`src/rtl/example_codec_pkg.sv`:
```
// Shared types and keying helper for the Example encoder/decoder pair.
// Imported by example_decoder and example_dec_timeout users.
package example_codec_pkg;

  localparam logic [7:0] SYNC_MARK = 8'hA5;

  typedef struct packed {
    logic [7:0]  sync;
    logic [7:0]  len;
    logic [15:0] tag;
  } hdr_t;

  typedef enum logic [1:0] {
    IDLE = 2'd0,
    DATA = 2'd1,
    CHK  = 2'd2
  } dec_state_t;

  function automatic logic [31:0] key_word(
    input logic [15:0] tag,
    input logic [7:0]  idx
  );
    return {tag, tag} ^ {24'h0, idx};
  endfunction

endpackage

```
`src/rtl/example_dec_timeout.sv`:
```
// Idle-cycle watchdog for the decoder; expired flags the
// TIMEOUT-th consecutive enabled cycle.
module example_dec_timeout #(
  parameter int TIMEOUT = 64
) (
  input  logic clk,
  input  logic rst,
  input  logic clr,
  input  logic en,
  output logic expired
);

  localparam int CW = $clog2(TIMEOUT);
  localparam logic [CW-1:0] LAST = CW'(TIMEOUT - 1);

  logic [CW-1:0] cnt;

  assign expired = en && (cnt == LAST);

  always_ff @(posedge clk) begin
    if (rst || clr || expired) begin
      cnt <= '0;
    end else if (en) begin
      cnt <= cnt + CW'(1);
    end
  end

endmodule

```
`src/rtl/example_decoder.sv`:
```
// Receive-side decoder for the Example code-word stream.
// Optional trailing checksum: define EXAMPLE_DEC_CHECKSUM_EN.
module example_decoder #(
  parameter int WIDTH   = 32,
  parameter int TIMEOUT = 64
) (
  input  logic             clk,
  input  logic             rst,
  input  logic [WIDTH-1:0] i_code_bus,
  input  logic             i_code_valid,
  output logic [WIDTH-1:0] o_header_bus,
  output logic             o_header_valid,
  output logic [WIDTH-1:0] o_data_bus,
  output logic             o_data_valid,
  output logic             o_data_last,
  output logic             o_sync_err,
  output logic             o_chk_err,
  output logic             o_timeout_err
);

  import example_codec_pkg::*;

  localparam logic [1:0] S_IDLE = IDLE;
  localparam logic [1:0] S_DATA = DATA;
  localparam logic [1:0] S_CHK  = CHK;

`ifdef EXAMPLE_DEC_CHECKSUM_EN
  localparam logic [1:0] S_END = S_CHK;
`else
  localparam logic [1:0] S_END = S_IDLE;
`endif

  logic [1:0]       state;
  logic [7:0]       len_q;
  logic [7:0]       idx_q;
  logic [15:0]      tag_q;
  hdr_t             hdr;
  logic             hdr_ok;
  logic             is_last;
  logic [WIDTH-1:0] dec_word;
  logic             tmo_clr;
  logic             tmo_en;
  logic             tmo_exp;

  assign hdr      = hdr_t'(i_code_bus);
  assign hdr_ok   = (hdr.sync == SYNC_MARK)
                 && (hdr.len != 8'd0);
  assign is_last  = (idx_q == len_q - 8'd1);
  assign dec_word = i_code_bus ^ key_word(tag_q, idx_q);
  assign tmo_clr  = (state == S_IDLE) || i_code_valid;
  assign tmo_en   = (state != S_IDLE) && !i_code_valid;

  example_dec_timeout #(
    .TIMEOUT(TIMEOUT)
  ) u_tmo (
    .clk    (clk),
    .rst    (rst),
    .clr    (tmo_clr),
    .en     (tmo_en),
    .expired(tmo_exp)
  );

  always_ff @(posedge clk) begin
    if (rst) begin
      state          <= S_IDLE;
      len_q          <= '0;
      idx_q          <= '0;
      tag_q          <= '0;
      o_header_bus   <= '0;
      o_header_valid <= 1'b0;
      o_data_bus     <= '0;
      o_data_valid   <= 1'b0;
      o_data_last    <= 1'b0;
      o_sync_err     <= 1'b0;
      o_timeout_err  <= 1'b0;
    end else begin
      o_header_valid <= 1'b0;
      o_data_valid   <= 1'b0;
      o_data_last    <= 1'b0;
      o_sync_err     <= 1'b0;
      o_timeout_err  <= 1'b0;
      unique case (1'b1)
        (state == S_IDLE): begin
          if (i_code_valid && hdr_ok) begin
            o_header_bus   <= i_code_bus;
            o_header_valid <= 1'b1;
            len_q          <= hdr.len;
            tag_q          <= hdr.tag;
            idx_q          <= '0;
            state          <= S_DATA;
          end else if (i_code_valid) begin
            o_sync_err <= 1'b1;
          end
        end
        (state == S_DATA): begin
          if (i_code_valid) begin
            o_data_bus   <= dec_word;
            o_data_valid <= 1'b1;
            o_data_last  <= is_last;
            idx_q        <= idx_q + 8'd1;
            if (is_last) state <= S_END;
          end else if (tmo_exp) begin
            o_timeout_err <= 1'b1;
            state         <= S_IDLE;
          end
        end
        (state == S_CHK): begin
          if (i_code_valid) begin
            state <= S_IDLE;
          end else if (tmo_exp) begin
            o_timeout_err <= 1'b1;
            state         <= S_IDLE;
          end
        end
        default: state <= S_IDLE;
      endcase
    end
  end

`ifdef EXAMPLE_DEC_CHECKSUM_EN
  logic [WIDTH-1:0] xor_q;
  logic             chk_err_q;

  // Running XOR restarts whenever the FSM sits in IDLE
  always_ff @(posedge clk) begin
    if (rst) begin
      xor_q     <= '0;
      chk_err_q <= 1'b0;
    end else begin
      chk_err_q <= 1'b0;
      if (state == S_IDLE) begin
        xor_q <= '0;
      end else if (state == S_DATA && i_code_valid) begin
        xor_q <= xor_q ^ dec_word;
      end else if (state == S_CHK && i_code_valid) begin
        chk_err_q <= (i_code_bus != xor_q);
      end
    end
  end

  assign o_chk_err = chk_err_q;
`else
  assign o_chk_err = 1'b0;
`endif

endmodule

```
`config.mk`:
```
export PLATFORM = sky130hd
export DESIGN_NAME = example_decoder
export DESIGN_NICKNAME = d
export VERILOG_FILES = /design/src/rtl/example_codec_pkg.sv /design/src/rtl/example_dec_timeout.sv /design/src/rtl/example_decoder.sv
export SDC_FILE = /design/constraint.sdc
export NUM_CORES = 1
export LEC_CHECK = 0
export ABC_AREA = 1
export CAP_MARGIN = 10
export CORE_ASPECT_RATIO = 1.5
export CORE_MARGIN = 8
export CORE_UTILIZATION = 30
export CTS_CLUSTER_DIAMETER = 40
export DETAILED_ROUTE_END_ITERATION = 7
export SYNTH_ARGS = -nofsm -noshare
export SYNTH_HDL_FRONTEND = slang
export SYNTH_SLANG_ARGS = --single-unit
```
`constraint.sdc`:
```
create_clock -name clk -period 1.7 [get_ports clk]
set_input_delay 0.34 -clock clk [delete_from_list [all_inputs] [get_ports clk]]
set_output_delay 0.34 -clock clk [all_outputs]
set_load 0.01 [all_outputs]
```
## Word level (Yosys, flattened, before mapping)

Index checks and enable logic that the tools add are counted.

- Flip-flop bits (word level): 109
- Bits of input ports: 35
- Output and inout bits: 70
- Word-level logic and storage cells: 63

- $add $sub $neg: 3
- Equality and inequality tests: 8
- Mux-type cells: 12
- Bitwise operators: 6
- Reductions and logical operators: 22

Operators with widths:

| cell | number |
|---|---|
| $xor A32 B32 Y32 | 1 |
| $xor A32 B8 Y32 | 1 |
| $mux W8 | 2 |
| $pmux W8 S2 | 1 |
| $mux W2 | 5 |
| $reduce_or A3 Y1 | 3 |
| $add A8 B1 Y8 const B | 1 |
| $eq A8 B8 Y1 | 1 |
| $eq A8 B8 Y1 const B | 1 |
| $reduce_bool A8 Y1 | 1 |
| $sub A8 B1 Y8 const B | 1 |
| $add A6 B1 Y6 const B | 1 |
| $eq A6 B6 Y1 const B | 1 |
| $pmux W2 S3 | 1 |
| $reduce_and A2 Y1 | 3 |
| $reduce_or A2 Y1 | 3 |
| $logic_and A1 B1 Y1 | 4 |
| $not A1 Y1 | 4 |
| $reduce_bool A2 Y1 | 2 |
| $logic_or A1 B1 Y1 | 3 |
| $mux W1 | 3 |
| $ne A3 B3 Y1 const B | 1 |
| $reduce_and A3 Y1 | 1 |
| $eq A2 B1 Y1 const B | 1 |
| 5 further kinds | 5 |

## Longest topological paths before layout

Gate-level depths: netlist of run 1.

- Depth in word-level cells: 6
- Depth in mapped cells: 12

## Modules after synthesis

A second synthesis of run 1 with hierarchy kept.

- Cell total of the unflattened synthesis: 488
- Area, all modules: 3723.6 µm²

Modules (own cells, without submodules):

| module | instances | cells an instance | area an instance (µm²) | sequential area each (µm²) |
|---|---|---|---|---|
| example_decoder | 1 | 450 | 3425.8 | 1561.5 |
| example_dec_timeout | 1 | 38 | 297.8 | 120.1 |

## Least setup slack after synthesis of run 1

OpenSTA, ideal clock, no wires.

- Path type: register to register
- Start: register o_header_bus[16] (netlist name)
- End: register state[0]
- Library setup time: 109 ps
- Arrival time: 1312 ps
- Data required time: 1591 ps
- Slack: 279 ps
- Stages on the path, launching flop included: 12
- Buffers on the path: 0
- Cells stage by stage: dfxtp_1 -> inv_1 -> ha_1 -> inv_1 -> nand2_1 -> nand3_1 -> nor2_1 -> nand3_1 -> nor2_1 -> nand3_1 -> nand2_1 -> inv_1

RTL lines:

| item | line | text |
|---|---|---|
| to (signal assigned) | example_decoder.sv:65 | `state <= S_IDLE;` |
| to (signal assigned) | example_decoder.sv:90 | `state <= S_DATA;` |
| to (signal assigned) | example_decoder.sv:101 | `if (is_last) state <= S_END;` |
| to (decl) | example_decoder.sv:33 | `logic [1:0] state;` |

## Worst setup path after layout of run 1

- Start: register o_header_bus[10]
- End: output o_header_bus[10]

RTL lines:

| item | line | text |
|---|---|---|
| from (decl) | example_decoder.sv:11 | `output logic [WIDTH-1:0] o_header_bus,` |
| from (signal assigned) | example_decoder.sv:85 | `o_header_bus <= i_code_bus;` |

No word-level cell between the ends.

==> flow_metrics.py, run 1 <==
metrics = {
    "outcome": {
        "status": "finished, final reports clean",
    },
    "yosys": {
        "netlist_area_sq_mm": 0.00376,
        "synth_cell_types": 23,
        "yosysSeqAreaShare_pct": 44.7,
        "ys_ff_latch": 84,
        "syn_nets": 541,
        "synth_cells": 503,
        "syn_avg_cell_area_sq_um": 7.47,
        "yosysWarnings": 0,
    },
    "setup_path": {
        "cp_cell_sequence": "clkdlybuf4s50_1",
        "max_stage_delay_ns": 0.58,
        "crit_fanout": 4,
        "endpoint_kind": "primary output",
        "critPathLaunchType": "flop",
        "regToRegStartpoint": "o_header_bus[17]$_SDFFE_PP0P_",
        "cp.arrival_ns": 1.34,
        "crit_start": "o_header_bus[10]$_SDFFE_PP0P_",
        "path_delay_family": "buffers and inverters",
        "worst-path-buf-inv": 1,
        "critical_path_class": "reg2out",
        "cp_slowest_cell": "clkdlybuf4s50_1",
        "required_ns": 1.36,
    },
    "power_and_ir_drop": {
        "p_per_area_mw_per_mm2": 728,
        "clock_power_share_pct": 44.7,
        "swShare_pct": 22.3,
        "ir_drop_mv": 0.421,
        "internal-power_mw": 3.15,
        "power_leakage_nw": 2.32,
        "combPwrFrac_pct": 6.7,
        "seq_power_share_pct": 48.7,
        "p_switching_mw": 0.906,
        "p_total_mw": 4.06,
    },
    "placed_design": {
        "io_buffers": 103,
        "gp_congestion": 0.867,
        "dp_slack_ns": -0.277,
        "place_hpwl_um": 9370,
    },
    "global_routing": {
        "grt_max_degree": 47,
        "grt_overflow": 0,
        "grt_pass1_wl_um": 19300,
        "grt_antenna_before_repair": 1,
        "track_usage_pct": 14.8,
        "grt_pass1_vias": 3799,
    },
    "sta": {
        "rsz0062_at_grt": "no",
        "fin_skew_ns": 0.00665,
        "fin_crit_sh_pct": 98.7,
        "period_needed_ns": 1.68,
        "setup_viol": 0,
        "max_freq_mhz": 596,
        "hold_viol_final": 0,
        "setup_slack_ns": 0.0228,
        "finalMaxSlewViolations": 0,
        "final.setup.tns_ns": 0,
    },
    "clock_tree": {
        "htree_levels": 3,
        "cts.sinks": 84,
        "clock_latency_ns": 0.34,
        "clk_pin_slew_ns": 0.06,
        "cts-root-buf": "clkbuf_16",
        "cts_buffer_depth": 2,
        "post_cts_buffers": 0,
        "numCtsBuffers": 9,
        "cts_tree": "yes",
    },
    "floorplan": {
        "initial_core_util_pct": 30.4,
        "num_rows": 50,
        "dieHeight_um": 153,
        "fp.coreArea_sq_mm": 0.0124,
        "io_pins": 105,
        "die_w_um": 107,
        "dieArea_sq_mm": 0.0164,
    },
    "drt": {
        "drtIter0Drc": 173,
        "wl_um": 12200,
        "first_pass_iters": 4,
        "wire_per_inst_um": 15.3,
        "num_vias": 3758,
        "ant_nets": 0,
        "viasPerCell": 4.70,
        "drcViolationCount": 0,
    },
    "cells_and_area": {
        "final_common_cell": "clkdlybuf4s50_1",
        "fillers": 1232,
        "drive_gt1_share_pct": 12.1,
        "area_growth_pct": 48.3,
        "nNetsFinal": 675,
        "mostFrequentLayoutCells": "clkdlybuf4s50_1, dfxtp_1, nand2_1",
    },
    "job": {
        "maxCapViolations": 0,
    },
    "hold_path": {
        "min_from": "o_header_bus[29]$_SDFFE_PP0P_",
        "hold_path_class": "reg2reg",
    },
}
## worst paths after layout
kind	slack (ns)	depth (start not counted)	end
hold reg to reg	0.44	2	o_header_bus[29]$_SDFFE_PP0P_
hold / removal	0.44	2	o_header_bus[29]$_SDFFE_PP0P_
setup / recovery	0.02	1	o_header_bus[10]
setup reg to reg	0.16	11	state[0]$_SDFFE_PP0P_
## power by group through the flow
stage / Sequential, mW / Combinational, mW / Clock [mW]
finish: 1.97 / 0.271 / 1.81
global route: 1.97 / 0.293 / 1.94
floorplan: 2.02 / 0.0899 / 0
detailed placement: 2.02 / 0.270 / 0
global placement: 2.02 / 0.269 / 0
CTS: 1.97 / 0.271 / 1.86
## worst register-to-register path: stages (launching register included)
cell,delay (ns)
dfxtp_2,0.35
inv_1,0.06
ha_2,0.34
inv_1,0.05
nand2_1,0.05
nand3_1,0.06
nor2_1,0.10
nand3_1,0.08
nor2_1,0.11
nand3_2,0.12
nand2_1,0.08
inv_1,0.03
## layout make-up
cell class | count | area, sq um | share of cell area, %
Multi-Input combinational cell | 342 | 1790 | 32.1
Sequential cell | 84 | 1690 | 30.3
Timing Repair Buffer | 149 | 1430 | 25.7
Clock buffer | 12 | 246 | 4.42
Tap cell | 156 | 195 | 3.50
Inverter | 51 | 191 | 3.43
Clock inverter | 4 | 25.0 | 0.449
Antenna cell | 1 | 2.50 | 0.0449
## per-layer routing
layer	wire length (um)	vias up	part of all wire, %	GRT usage (%)
met5	0	-	0	0
met4	244	0	2.0	7.10
met3	667	13	5.4	4.04
met2	6510	106	53	26.9
met1	4810	1737	39	15.0
li1	-	1902	-	-
## what timing repair did
| action | CTS | global route |
|---|---|---|
| hold buffers | 0 | 0 |
| endpoints found under the setup margin | 1 | 24 |
| resized for setup | 1 | 24 |
## flip-flops by register name, summed over array words and instances (netlist names)
register and flops:
o_sync_err 1, o_data_bus 32, o_header_bus 32, o_data_last 1, u_tmo.cnt 6, o_header_valid 1, idx_q 8, o_data_valid 1
o_timeout_err 1, state 1
## logic make-up (layout without fill, tap and decap cells)
| kind of cell | count (synthesis) | in the layout | share of synthesized area [%] |
|---|---|---|---|
| AO/OA/AOI/OAI | 128 | 128 | 17.3 |
| XOR/XNOR | 44 | 44 | 10.2 |
| adder cells (fa/ha/maj) | 3 | 3 | 0.998 |
| buffers and inverters | 77 | 216 | 8.32 |
| flip-flops | 84 | 84 | 44.7 |
| other | 1 | 2 | 0.0997 |
| AND/OR/NAND/NOR | 166 | 166 | 18.3 |
## synthesized netlist by cell type (all sizes together)
| cell | instances | share of area (%) |
|---|---|---|
| a21oi | 63 | 8.4 |
| inv | 51 | 5.1 |
| nand3 | 38 | 5.1 |
| buf | 8 | 1.4 |
| xor2 | 3 | 0.70 |
| o211ai | 1 | 0.20 |
| or2 | 1 | 0.17 |
| nand2 | 70 | 7.1 |
| nor2 | 52 | 5.4 |
| clkbuf | 18 | 1.8 |
| nor3 | 5 | 0.67 |
| o221ai | 1 | 0.23 |
| ha | 3 | 1.0 |
| dfxtp | 84 | 45 |
| xnor2 | 41 | 9.6 |
| o21ai | 62 | 8.3 |
| conb | 1 | 0.10 |
| o21a | 1 | 0.20 |
## stage by stage
stage | hold WS [ns] | cell area, sq um | cells | utilization, %
after floorplan | 0.418 | 3760 | 503 | -
after global placement | 0.425 | 5250 | 782 | 42.4
after detailed placement | 0.439 | 5250 | 782 | 42.4
after CTS | 0.448 | 5520 | 798 | 44.6
after global routing | 0.466 | 5580 | 799 | 45.0
final | 0.445 | 5580 | 799 | 45.0
No activity file was read; power rests on OpenSTA's default activity.
==> run 2: changes to the inputs <==
- HOLD_SLACK_MARGIN: unset -> 0.1
==> results of run 2 <==
Same layout as run 1: the final DEF is identical, and so are final timing and power.
